## config.mk

```make
export PLATFORM = sky130hd
export DESIGN_NAME = alu_issue_ctrl_flat
export DESIGN_NICKNAME = d
export VERILOG_FILES = /design/src/rtl/alu_issue_ctrl_if.sv /design/src/rtl/alu_issue_ctrl.sv /design/src/flat_wrapper.sv
export SDC_FILE = /design/constraint.sdc
export NUM_CORES = 1
export LEC_CHECK = 0
export CORE_UTILIZATION = 39
export DETAILED_ROUTE_END_ITERATION = 16
export PLACE_DENSITY_LB_ADDON = 0.05
export REMOVE_ABC_BUFFERS = 1
export SYNTH_ARGS = -nofsm -noshare
export SYNTH_HDL_FRONTEND = slang
export SYNTH_SLANG_ARGS = --single-unit
export TNS_END_PERCENT = 50
```

## constraint.sdc

```tcl
create_clock -name CLK -period 2.6 [get_ports CLK]
set_clock_uncertainty 0.05 [all_clocks]
set_input_delay 0.78 -clock CLK [delete_from_list [all_inputs] [get_ports CLK]]
set_output_delay 0.78 -clock CLK [all_outputs]
set_load 0.02 [all_outputs]
```

## src/rtl/alu_issue_ctrl_if.sv

```systemverilog
// ============================================================================
// Module   : alu_issue_ctrl_if
// Brief    : Instruction handshake plus ALU operation/result bus.
// Revision : 1.0
// ============================================================================
`default_nettype none

interface alu_issue_ctrl_if #(
  parameter int DW = 8
);
  logic          instr_valid;
  logic          instr_ready;
  logic [7:0]    instr;
  logic          Enable_cal;
  logic [2:0]    FS;
  logic [DW-1:0] Data_in_A;
  logic [DW-1:0] Data_in_B;
  logic [DW-1:0] Result_out;
  logic          check;

  // master: the issue controller, which drives the ALU and accepts instructions
  modport master (
    input  instr_valid, instr, Result_out, check,
    output instr_ready, Enable_cal, FS, Data_in_A, Data_in_B
  );

  modport slave (
    output instr_valid, instr, Result_out, check,
    input  instr_ready, Enable_cal, FS, Data_in_A, Data_in_B
  );
endinterface

`default_nettype wire

```

## src/rtl/alu_issue_ctrl.sv

```systemverilog
// ============================================================================
// Module   : alu_issue_ctrl
// Brief    : Issues register-file instructions to a registered ALU, writes back.
// Revision : 1.0
// ============================================================================
`default_nettype none

module alu_issue_ctrl #(
  parameter int DW   = 8,
  parameter int NREG = 4
) (
  input  wire                CLK,
  input  wire                RST_n,
  alu_issue_ctrl_if.master   bus,
  input  wire                ld_en,
  input  wire [1:0]          ld_addr,
  input  wire [DW-1:0]       ld_data,
  output logic               wb_valid,
  output logic [1:0]         wb_addr,
  output logic [DW-1:0]      wb_data,
  input  wire [1:0]          dbg_addr,
  output logic [DW-1:0]      dbg_data,
  output logic               halted,
  output logic               err
);

  localparam logic [2:0] c_OP_HLT = 3'b111;

  typedef enum logic [1:0] {
    c_S_IDLE  = 2'd0,
    c_S_ISSUE = 2'd1,
    c_S_WAIT  = 2'd2,
    c_S_HALT  = 2'd3
  } state_t;

  state_t        r_state;
  logic [DW-1:0] r_rf [NREG];
  logic          r_en;
  logic [2:0]    r_fs;
  logic [DW-1:0] r_a;
  logic [DW-1:0] r_b;
  logic [1:0]    r_rb;
  logic          r_wb_valid;
  logic          r_halted;
  logic          r_err;

  logic [2:0]    w_op;
  logic [1:0]    w_ra;
  logic [1:0]    w_rb;
  logic [DW-1:0] w_opnd_a;
  logic [DW-1:0] w_opnd_b;
  logic          w_unused_rsvd;

  assign w_op          = bus.instr[7:5];
  assign w_ra          = bus.instr[3:2];
  assign w_rb          = bus.instr[1:0];
  assign w_unused_rsvd = bus.instr[4];

  // A load at the accept edge must be visible to the instruction it accompanies
  assign w_opnd_a = (ld_en && (ld_addr == w_ra)) ? ld_data : r_rf[w_ra];
  assign w_opnd_b = (ld_en && (ld_addr == w_rb)) ? ld_data : r_rf[w_rb];

  always_ff @(posedge CLK or negedge RST_n) begin
    if (!RST_n) begin
      r_state    <= c_S_IDLE;
      r_en       <= 1'b0;
      r_fs       <= 3'b000;
      r_a        <= '0;
      r_b        <= '0;
      r_rb       <= 2'd0;
      r_wb_valid <= 1'b0;
      r_halted   <= 1'b0;
      r_err      <= 1'b0;
      for (int i = 0; i < NREG; i++) begin
        r_rf[i] <= '0;
      end
    end else begin
      case (r_state)
        c_S_IDLE: begin
          if (ld_en) begin
            r_rf[ld_addr] <= ld_data;
          end
          if (bus.instr_valid) begin
            if (w_op == c_OP_HLT) begin
              r_state  <= c_S_HALT;
              r_halted <= 1'b1;
            end else begin
              r_state <= c_S_ISSUE;
              r_en    <= 1'b1;
              r_fs    <= w_op;
              r_a     <= w_opnd_a;
              r_b     <= w_opnd_b;
              r_rb    <= w_rb;
            end
          end
        end
        c_S_ISSUE: begin
          r_en       <= 1'b0;
          r_wb_valid <= 1'b1;
          r_state    <= c_S_WAIT;
        end
        c_S_WAIT: begin
          r_rf[r_rb] <= bus.Result_out;
          r_wb_valid <= 1'b0;
          if (!bus.check) begin
            r_err <= 1'b1;
          end
          r_state <= c_S_IDLE;
        end
        c_S_HALT: begin
          r_state <= c_S_HALT;
        end
      endcase
    end
  end

  assign bus.instr_ready = (r_state == c_S_IDLE);
  assign bus.Enable_cal  = r_en;
  assign bus.FS          = r_fs;
  assign bus.Data_in_A   = r_a;
  assign bus.Data_in_B   = r_b;

  assign wb_valid = r_wb_valid;
  assign wb_addr  = r_rb;
  assign wb_data  = bus.Result_out;
  assign dbg_data = r_rf[dbg_addr];
  assign halted   = r_halted;
  assign err      = r_err;

endmodule

`default_nettype wire

```

## src/flat_wrapper.sv

```systemverilog
// flat-port wrapper written by rule: the top's interface ports become plain ports
module alu_issue_ctrl_flat 
#(
  parameter int DW   = 8,
  parameter int NREG = 4
)
  (CLK, RST_n, ld_en, ld_addr, ld_data, wb_valid, wb_addr, wb_data, dbg_addr, dbg_data, halted, err, bus_instr_valid, bus_instr, bus_Result_out, bus_check, bus_instr_ready, bus_Enable_cal, bus_FS, bus_Data_in_A, bus_Data_in_B);
  alu_issue_ctrl_if #(.DW(DW)) bus_i ();
  input  wire CLK;
  input  wire RST_n;
  input  wire ld_en;
  input  wire [1:0] ld_addr;
  input  wire [DW-1:0] ld_data;
  output logic wb_valid;
  output logic [1:0] wb_addr;
  output logic [DW-1:0] wb_data;
  input  wire [1:0] dbg_addr;
  output logic [DW-1:0] dbg_data;
  output logic halted;
  output logic err;
  input wire logic [$bits(bus_i.instr_valid)-1:0] bus_instr_valid;
  input wire logic [$bits(bus_i.instr)-1:0] bus_instr;
  input wire logic [$bits(bus_i.Result_out)-1:0] bus_Result_out;
  input wire logic [$bits(bus_i.check)-1:0] bus_check;
  output wire logic [$bits(bus_i.instr_ready)-1:0] bus_instr_ready;
  output wire logic [$bits(bus_i.Enable_cal)-1:0] bus_Enable_cal;
  output wire logic [$bits(bus_i.FS)-1:0] bus_FS;
  output wire logic [$bits(bus_i.Data_in_A)-1:0] bus_Data_in_A;
  output wire logic [$bits(bus_i.Data_in_B)-1:0] bus_Data_in_B;
  assign bus_i.instr_valid = bus_instr_valid;
  assign bus_i.instr = bus_instr;
  assign bus_i.Result_out = bus_Result_out;
  assign bus_i.check = bus_check;
  assign bus_instr_ready = bus_i.instr_ready;
  assign bus_Enable_cal = bus_i.Enable_cal;
  assign bus_FS = bus_i.FS;
  assign bus_Data_in_A = bus_i.Data_in_A;
  assign bus_Data_in_B = bus_i.Data_in_B;
  alu_issue_ctrl #(.DW(DW), .NREG(NREG)) u_core (.CLK(CLK), .RST_n(RST_n), .bus(bus_i), .ld_en(ld_en), .ld_addr(ld_addr), .ld_data(ld_data), .wb_valid(wb_valid), .wb_addr(wb_addr), .wb_data(wb_data), .dbg_addr(dbg_addr), .dbg_data(dbg_data), .halted(halted), .err(err));
endmodule
```

==> results of run 1 <==
[final cells by class]
type | count | area (um^2) | area share [%]
repair buffers | 106 | 998 | 20.5
clock inverters | 3 | 15.0 | 0.308
inverters | 6 | 22.5 | 0.462
clock buffers | 12 | 145 | 2.97
well taps | 129 | 161 | 3.31
flip-flops and latches | 59 | 1480 | 30.3
multi-input cells | 199 | 2060 | 42.2
[routing by layer]
layer	wire (um)	up-vias	GRT usage, %
met5	0	-	0
met3	731	13	4.09
li1	-	1383	-
met1	4950	1514	33.5
met4	161	0	8.14
met2	4730	117	32.9
[worst max path at each step]
stage / from / cells past startpoint / end
final: dbg_addr[0] / 4 / dbg_data[5]
after global routing: dbg_addr[0] / 4 / dbg_data[4]
after CTS: dbg_addr[0] / 4 / dbg_data[5]
after detailed placement: dbg_addr[0] / 4 / dbg_data[2]
after global placement: dbg_addr[0] / 4 / dbg_data[2]
after floorplan: u_core.r_state[0]$_DFFE_PN0P_ / 4 / u_core.r_rf[0]$_DFFE_PN0P_
[Yosys cell counts, drive strengths merged, types with 5 or more instances]
master and n:
mux4 24, dfrtp 59, o2bb2ai 32, buf 29, nand4 16, mux2 5, o31ai 16, a31oi 16
a22oi 32, inv 6, a21oi 18, ha 5
[power by group through the flow]
stage | registers, uW | clock network [uW] | logic (uW)
final | 918 | 722 | 287
after global routing | 917 | 794 | 310
after CTS | 918 | 743 | 289
after detailed placement | 935 | 0 | 294
after global placement | 935 | 0 | 294
after floorplan | 935 | 0 | 82.6
[layout by cell type (no fill, tap or decap), types with 5 or more instances in the layout]
cell and n:
a21oi_1 18, a22oi_1 32, a31oi_1 6, a31oi_2 10, buf_12 6, buf_2 9, buf_4 27, clkbuf_8 10
clkdlybuf4s50_1 54, dfrtp_1 59, dlygate4sd2_1 9, ha_1 5, inv_1 6, mux2_2 5, mux4_2 24, nand4_1 16
o2bb2ai_1 32, o31ai_1 16
[timing repair]
action	4_1_cts	5_1_grt
endpoints found under the setup margin	16	0
resized for setup	47	0
hold endpoints to repair	0	0
hold buffers	0	0
[per-stage QoR]
stage	cells	util, %
2_1_floorplan	264	-
3_3_place_gp	499	51.1
3_5_place_dp	499	51.1
4_1_cts	514	52.3
5_1_grt	514	52.3
6_report	514	52.3
[logic make-up after synthesis]
family / count (synthesis) / synth area share (%)
buf+inv: 39 / 7.14
simple gates: 31 / 6.51
xor+xnor: 8 / 3.42
compound gates: 124 / 26.3
mux: 31 / 16.2
flops: 59 / 38.8
fa+ha+maj: 5 / 1.64
[sequential cells by signal, summed over array words and instances (netlist names)]
register,count
u_core.bus.Data_in_B,8
u_core.r_state,2
u_core.bus.FS,3
u_core.err,1
u_core.r_rf,32
u_core.bus.Data_in_A,8
u_core.halted,1
u_core.wb_valid,1
u_core.wb_addr,2
u_core.bus.Enable_cal,1
==> metrics.csv, run 1 <==
metric;value;unit
outcome;completed;
Die Span X;101;um
Top FF cell, synth;dfrtp_1;
DR vias;3027;
Peak VDD IR;0.195;mV
top-area cell type share of the netlist area;38.8;%
RSZ-0062 raised after global routing;no;
reg2reg start;u_core.r_state[0]$_DFFE_PN0P_;
placer congestion estimate;0.808;
drt initial violations;191;
Vias/cell;5.89;
clock sinks;59;
largest net degree at the start of global routing;33;
Total GRT Usage;22.5;%
row cnt;35;
port buffer count;73;
CP bufs+invs;3;
CTS Buffer Depth;2;
CTS tree;done;
pre-CTS setup slack;-0.748;ns
Flop pwr share;47.6;%
leakage power;0.00193;uW
Int Pwr;1400;uW
total net switching power;521;uW
syn_area_per_cell;12.8;um^2
Hold Crit Class;in -> async;
Final setup viols;0;
Net Sw Frac;27.1;%
Yosys top cell by area;dfrtp_1;
CP max FO;8;
Worst Setup Start Kind;primary input;
Setup TNS;0;ns
Core Region;0.00933;mm^2
max_cap viols;0;
Hold Vio Cnt, Final;0;
worst reg2reg path depth;6;
global-route wire length before repair;16.8;mm
worst setup margin;0.0562;ns
sequential element share of the synthesized area;38.8;%
area grow syn2layout;28.2;%
total chip power;1930;uW
Slew Limit Fails;0;
synthesized instance count;297;
reg2reg setup slack;0.52;ns
family with the most delay on the worst path;multiplexers;
slowest CP cell;mux4_2;
number of antenna violations at the first check in global routing;0;
Root Driver;clkbuf_8;
Post-synth ARST share;100;%
drt pass-1 iters;4;
combinational share of power;14.9;%
main area contributors after synthesis;dfrtp_1 39%, mux4_2 14%, o2bb2ai_1 7.4%, a22oi_1 6.3%, a31oi_2 3.3%;
Clock Pin Slew Worst Setup and Hold Paths;0.07;ns
remaining global-route overflow;0;
CP required;1.77;ns
DRT Wirelength;10.6;mm
power density over the cells;395;mW/mm^2
wire length per cell;20.6;um
Worst-Skew Late Latency;0.33;ns
fin area;0.00488;mm^2
critical path's largest stage delay;0.51;ns
YS warnings;0;
crit end category;primary output;
Clk pwr share;37.5;%
fillers;857;
H-tree depth;3;
Final nets;419;
worst hold slack;0.345;ns
initial core utilization;40.8;%
Slew HR;68.0;%
Worst Tran Pin Value;0.480;ns
Netlist cell types;37;
die area;0.0102;mm^2
Cell Chain, Critical Path;buf_2 > buf_12 > mux4_2 > buf_2;
Ant. Diodes;0;
post-CTS setup buffer count;0;
DP HPWL;7.63;mm
fin crit share;97.8;%
CP Data Arrival Time;1.71;ns
cell area after synthesis;0.00380;mm^2
Crit Path Class;in -> out;
#FFs+latches synth;59;
most frequent CP cell;buf_2;
share of layout cells above drive strength 1;29.6;%
# DRC;0;
# IOs;75;
vias in the first global route;2938;
DIE HEIGHT;101;um
CTS buffer count;9;
Max Clk Rate;393;MHz
reg2reg end;u_core.r_rf[7]$_DFFE_PN0P_;
Tmin final;2.54;ns
DP Area;0.00477;mm^2
EDFF count, synth;0;
post-route ant nets;0;
(Power assumes the default switching activity.)
==> run 2, diff against run 1 <==
--- a/config.mk
+++ b/config.mk
@@ -5,6 +5,7 @@
 export SDC_FILE = /design/constraint.sdc
 export NUM_CORES = 1
 export LEC_CHECK = 0
+export CORE_MARGIN = 5
 export CORE_UTILIZATION = 39
 export DETAILED_ROUTE_END_ITERATION = 16
 export PLACE_DENSITY_LB_ADDON = 0.05
==> run 2 against run 1 <==
Compared with the run above:
- global-route usage is 3.0 points lower
- sequential share of layout area is 0.43 points lower
- final cell count is 1.2% higher
- first-iteration DRC count is 3.7% lower
- critical endpoint is now dbg_data[4]
==> metrics.csv, run 2 (same netlist as run 1, synthesis figures left out) <==
metric;value;unit;change
DP Area;0.00481;mm^2;+0.94%
Total GRT Usage;19.6;%;-3.0 points
reg2reg start;u_core.r_state[0]$_DFFE_PN0P_;;
share of layout cells above drive strength 1;30.2;%;+0.62 points
crit end category;primary output;;
post-route ant nets;0;;unchanged
# IOs;75;;unchanged
CP max FO;8;;unchanged
CP required;1.77;ns;about the same
number of antenna violations at the first check in global routing;0;;unchanged
placer congestion estimate;0.794;;-1.8%
DIE HEIGHT;109;um;+7.9%
# DRC;0;;unchanged
leakage power;0.00197;uW;+1.6%
global-route wire length before repair;17.4;mm;+3.0%
CP Data Arrival Time;1.71;ns;about the same
row cnt;36;;+2.9%
port buffer count;73;;unchanged
Vias/cell;5.84;;-0.76%
CTS tree;done;;
Clock Pin Slew Worst Setup and Hold Paths;0.07;ns;about the same
DP HPWL;8.04;mm;+5.3%
initial core utilization;39.5;%;-1.3 points
RSZ-0062 raised after global routing;no;;
clock sinks;59;;unchanged
drt pass-1 iters;5;;+1
Ant. Diodes;0;;unchanged
Slew Limit Fails;0;;unchanged
DR vias;3039;;+0.40%
Final nets;421;;+0.48%
wire length per cell;21.3;um;+3.4%
Setup TNS;0;ns;unchanged
largest net degree at the start of global routing;40;;+21%
die area;0.0118;mm^2;+17%
Core Region;0.00964;mm^2;+3.3%
Worst Tran Pin Value;0.499;ns;+0.0188 ns
Hold Crit Class;in -> async;;
drt initial violations;184;;-3.7%
commonest non-fill, non-tap cell in the layout;dfrtp_1;;
Worst Setup Start Kind;primary input;;
Final setup viols;0;;unchanged
Crit Path Class;in -> out;;
crit path launch;dbg_addr[0];;
Die Span X;109;um;+7.9%
Worst-Skew Late Latency;0.34;ns;about the same
most flop-heavy register;u_core.r_rf;;
Peak VDD IR;0.212;mV;+8.5%
fin crit share;97.7;%;-0.11 points
reg2reg setup slack;0.59;ns;+0.07 ns
fin area;0.00495;mm^2;+1.4%
DRT Wirelength;11.1;mm;+4.6%
Slew HR;66.7;%;-1.3 points
H-tree depth;3;;unchanged
outcome;completed;;
worst reg2reg path depth;6;;unchanged
max_cap viols;0;;unchanged
CTS Buffer Depth;2;;unchanged
reg2reg end;u_core.r_rf[4]$_DFFE_PN0P_;;
power density over the cells;402;mW/mm^2;+1.8%
vias in the first global route;3044;;+3.6%
commonest non-fill, non-tap cells in the layout;59 x dfrtp_1, 54 x clkdlybuf4s50_1, 32 x a22oi_1, 32 x o2bb2ai_1, 27 x buf_4;;
CTS buffer count;9;;unchanged
Hold Vio Cnt, Final;0;;unchanged
area grow syn2layout;30.1;%;
Max Clk Rate;394;MHz;+0.12%
remaining global-route overflow;0;;unchanged
Root Driver;clkbuf_8;;
max reg flops;32;;unchanged
Tmin final;2.54;ns;-0.00297 ns
run 2: cell types whose count changed in the layout (fill, tap and decap cells not counted), sizes merged:
cell and delta:
clkinv -1, buf +2, clkbuf +1
run 2: report_power, final:
part	internal, uW	leakage [uW]	switching, uW	total, uW
combinational	128	0.00106	164	291
sequential	918	0.000814	0	918
clock	416	0.0000953	364	781
total	1460	0.00197	528	1990
run 2: what timing repair did:
| action | in CTS | in global routing |
|---|---|---|
| buffers inserted | 0 | 0 |
| gates resized for setup | 49 | 0 |
| hold buffers | 0 | 0 |
| endpoints found under the setup margin | 16 | 0 |
run 2: layout make-up:
class,instances,area [um^2]
flip-flops and latches,59,1480
multi-input cells,199,2060
repair buffers,108,1040
inverters,6,22.5
well taps,133,166
fillers,901,4690
clock inverters,2,10.0
clock buffers,13,169
run 2: stage by stage:
step	setup slack [ns]	hold slack, ns	cells	utilization [%]	total power (uW)
finish	0.0592	0.351	520	51.3	1990
global route	0.0225	0.388	520	51.3	2070
CTS	0.0521	0.360	520	51.3	2020
detailed placement	-0.752	0.400	505	49.9	1230
global placement	-0.748	0.394	505	49.9	1230
floorplan	0.0621	0.433	264	-	1020
run 2: worst max path at each step:
| stage | end | cells past startpoint | slack (ns) |
|---|---|---|---|
| after floorplan | u_core.r_rf[0]$_DFFE_PN0P_ | 4 | 0.06 |
| after global placement | dbg_data[7] | 4 | -0.75 |
| after detailed placement | dbg_data[2] | 4 | -0.75 |
| after CTS | dbg_data[2] | 4 | 0.05 |
| after global routing | dbg_data[4] | 4 | 0.02 |
| final | dbg_data[4] | 4 | 0.06 |
run 2: layer usage:
metal	up-vias	GRT usage, %	share of wire [%]	wire (um)
met5	-	0	0	0
met4	0	6.40	2.2	241
met3	16	4.56	6.8	756
met2	123	28.9	45	4970
met1	1517	28.3	46	5100
li1	1383	-	-	-
run 2: critical path: stages:
cell and delay, ns:
buf_2 0.10, buf_12 0.14, mux4_2 0.51, buf_2 0.18
==> RTL change: new RTL, config.mk and constraints of run 2 <==
Encoding of `state_t`: now one-hot (4 bits for 4 states).
--- a/src/rtl/alu_issue_ctrl.sv
+++ b/src/rtl/alu_issue_ctrl.sv
@@ -28,7 +28,7 @@
 
-  typedef enum logic [1:0] {
-    c_S_IDLE  = 2'd0,
-    c_S_ISSUE = 2'd1,
-    c_S_WAIT  = 2'd2,
-    c_S_HALT  = 2'd3
+  typedef enum logic [3:0] {
+    c_S_IDLE  = 4'b0001,
+    c_S_ISSUE = 4'b0010,
+    c_S_WAIT  = 4'b0100,
+    c_S_HALT  = 4'b1000
   } state_t;
Function: no difference found for any inputs over 4 cycles, from zero or initial values and one cycle with RST_n low; so few cycles prove little.
==> RTL change against run 2 <==
Area after synthesis fell by 8.4%. Power rose by 4.6%. Final cell count down 5.8%. Worst setup slack better by 0.0036 ns. Utilization up 2.8 points. Sequential share of layout area increased by 2.5 points. Routed wire length decreased by 5.7%. Register-to-register slack worse by 0.20 ns. Via count down 6.3%. Critical path depth did not move. First-iteration DRC count grew 4.9%. Sequential cell count grew 2. Design area shrank 4.6%.
==> RTL change: results (changes against run 2) <==
Run status
  – Status: completed

Synthesis
  – Synth top area cells: dfrtp_1 (43%), mux4_2 (16%), o2bb2ai_1 (8.0%)
  – Synth cell count leaders: dfrtp_1 (60), o2bb2ai_1 (32), a22oi_1 (24), mux4_2 (24), nand2_1 (21)
  – Seq/Total Area, Yosys: 0.4383 (+0.05023)
  – Avg Cell Area, Syn: 12.49 sq um (-2.5%)
  – Complex-gate fraction of the synthesized area: 0.2362 (-0.02656)
  – Post-synthesis adder-cell area fraction: 0 (-0.01644)
  – Synth Area in XOR/XNOR: 0.01005 (-0.02415)

Finish
  – Nets: 410 (-2.6%)
  – Fill count: 787 (-13%)
  – Layout cells sized above 1: 0.2801 (-0.02222)
  – Non-filler instance count after layout: 490 (-5.8%)

Global route
  – Vias in the first global route: 2932 (-3.7%)
  – First-pass GRT wire length: 16830 um (-3.1%)
  – Pin count of the biggest net entering global routing: 26 (-35%)
  – All-layer global routing usage: 0.1961 (+0.0004634)

Power
  – Seq pwr share: 0.457 (-0.004)
  – Cell Int Power: 1.577 mW (+7.9%)
  – Peak supply drop: 0.2434 mV (+15%)
  – Tot Pwr: 2.081 mW (+4.6%)
  – Clk pwr share: 0.433 (+0.041)

Place
  – Placed Cells: 474 (-6.1%)

Route
  – TritonRoute pass-1 iters: 4 (-1)
  – Drt initial violations: 193 (+4.9%)
  – Via/cell ratio: 5.812 (-0.55%)

STA
  – Max_slew headroom: 0.6165 (-0.05071)
==> RTL change: kinds of logic after synthesis <==
logic type / count (synthesis)
muxes: 35
buffers and inverters: 23
DFF: 61
and+or+nand+nor: 53
AOI/OAI and AO/OA: 103
xor gates and xnor gates: 4
==> RTL change: layout make-up <==
type | instances | area [sq um] | share of cell area
Tap cell | 108 | 135.1 | 0.02862
Sequential cell | 61 | 1528 | 0.3235
Timing Repair Buffer | 110 | 1017 | 0.2154
Multi-Input combinational cell | 195 | 1831 | 0.3877
Clock buffer | 13 | 168.9 | 0.03577
Clock inverter | 3 | 42.54 | 0.009009
==> RTL change: routing by layer <==
| metal | vias up | wire length [um] | track usage |
|---|---|---|---|
| li1 | 1314 | - | - |
| met1 | 1435 | 4698 | 0.2727 |
| met2 | 93 | 5076 | 0.3127 |
| met3 | 6 | 571 | 0.04747 |
| met4 | 0 | 82 | 0.04440 |
| met5 | - | 0 | 0 |
==> RTL change: worst paths after layout <==
path	cells past startpoint	from	slack, ns	endpoint
worst max register to register	6	u_core.r_state[1]$_DFFE_PN0P_	0.39	u_core.r_rf[0]$_DFFE_PN0P_
min in group CLK	1	u_core.halted$_DFFE_PN0P_	0.43	u_core.halted$_DFFE_PN0P_
worst max-delay path	4	dbg_addr[0]	0.06	dbg_data[4]
worst min-delay path	1	RST_n	0.38	u_core.err$_DFFE_PN0P_
worst min register to register	1	u_core.halted$_DFFE_PN0P_	0.43	u_core.halted$_DFFE_PN0P_
max in group asynchronous	2	RST_n	1.41	u_core.r_rf[20]$_DFFE_PN0P_
==> RTL change: timing repair <==
item,4_1_cts,5_1_grt
endpoints found under the hold margin,0,0
gates resized for setup,49,0
endpoints found under the setup margin,17,0
==> RTL change: worst max-delay path, stage by stage <==
cell	delay, ns
buf_2	0.10
buf_12	0.14
mux4_2	0.51
buf_4	0.17
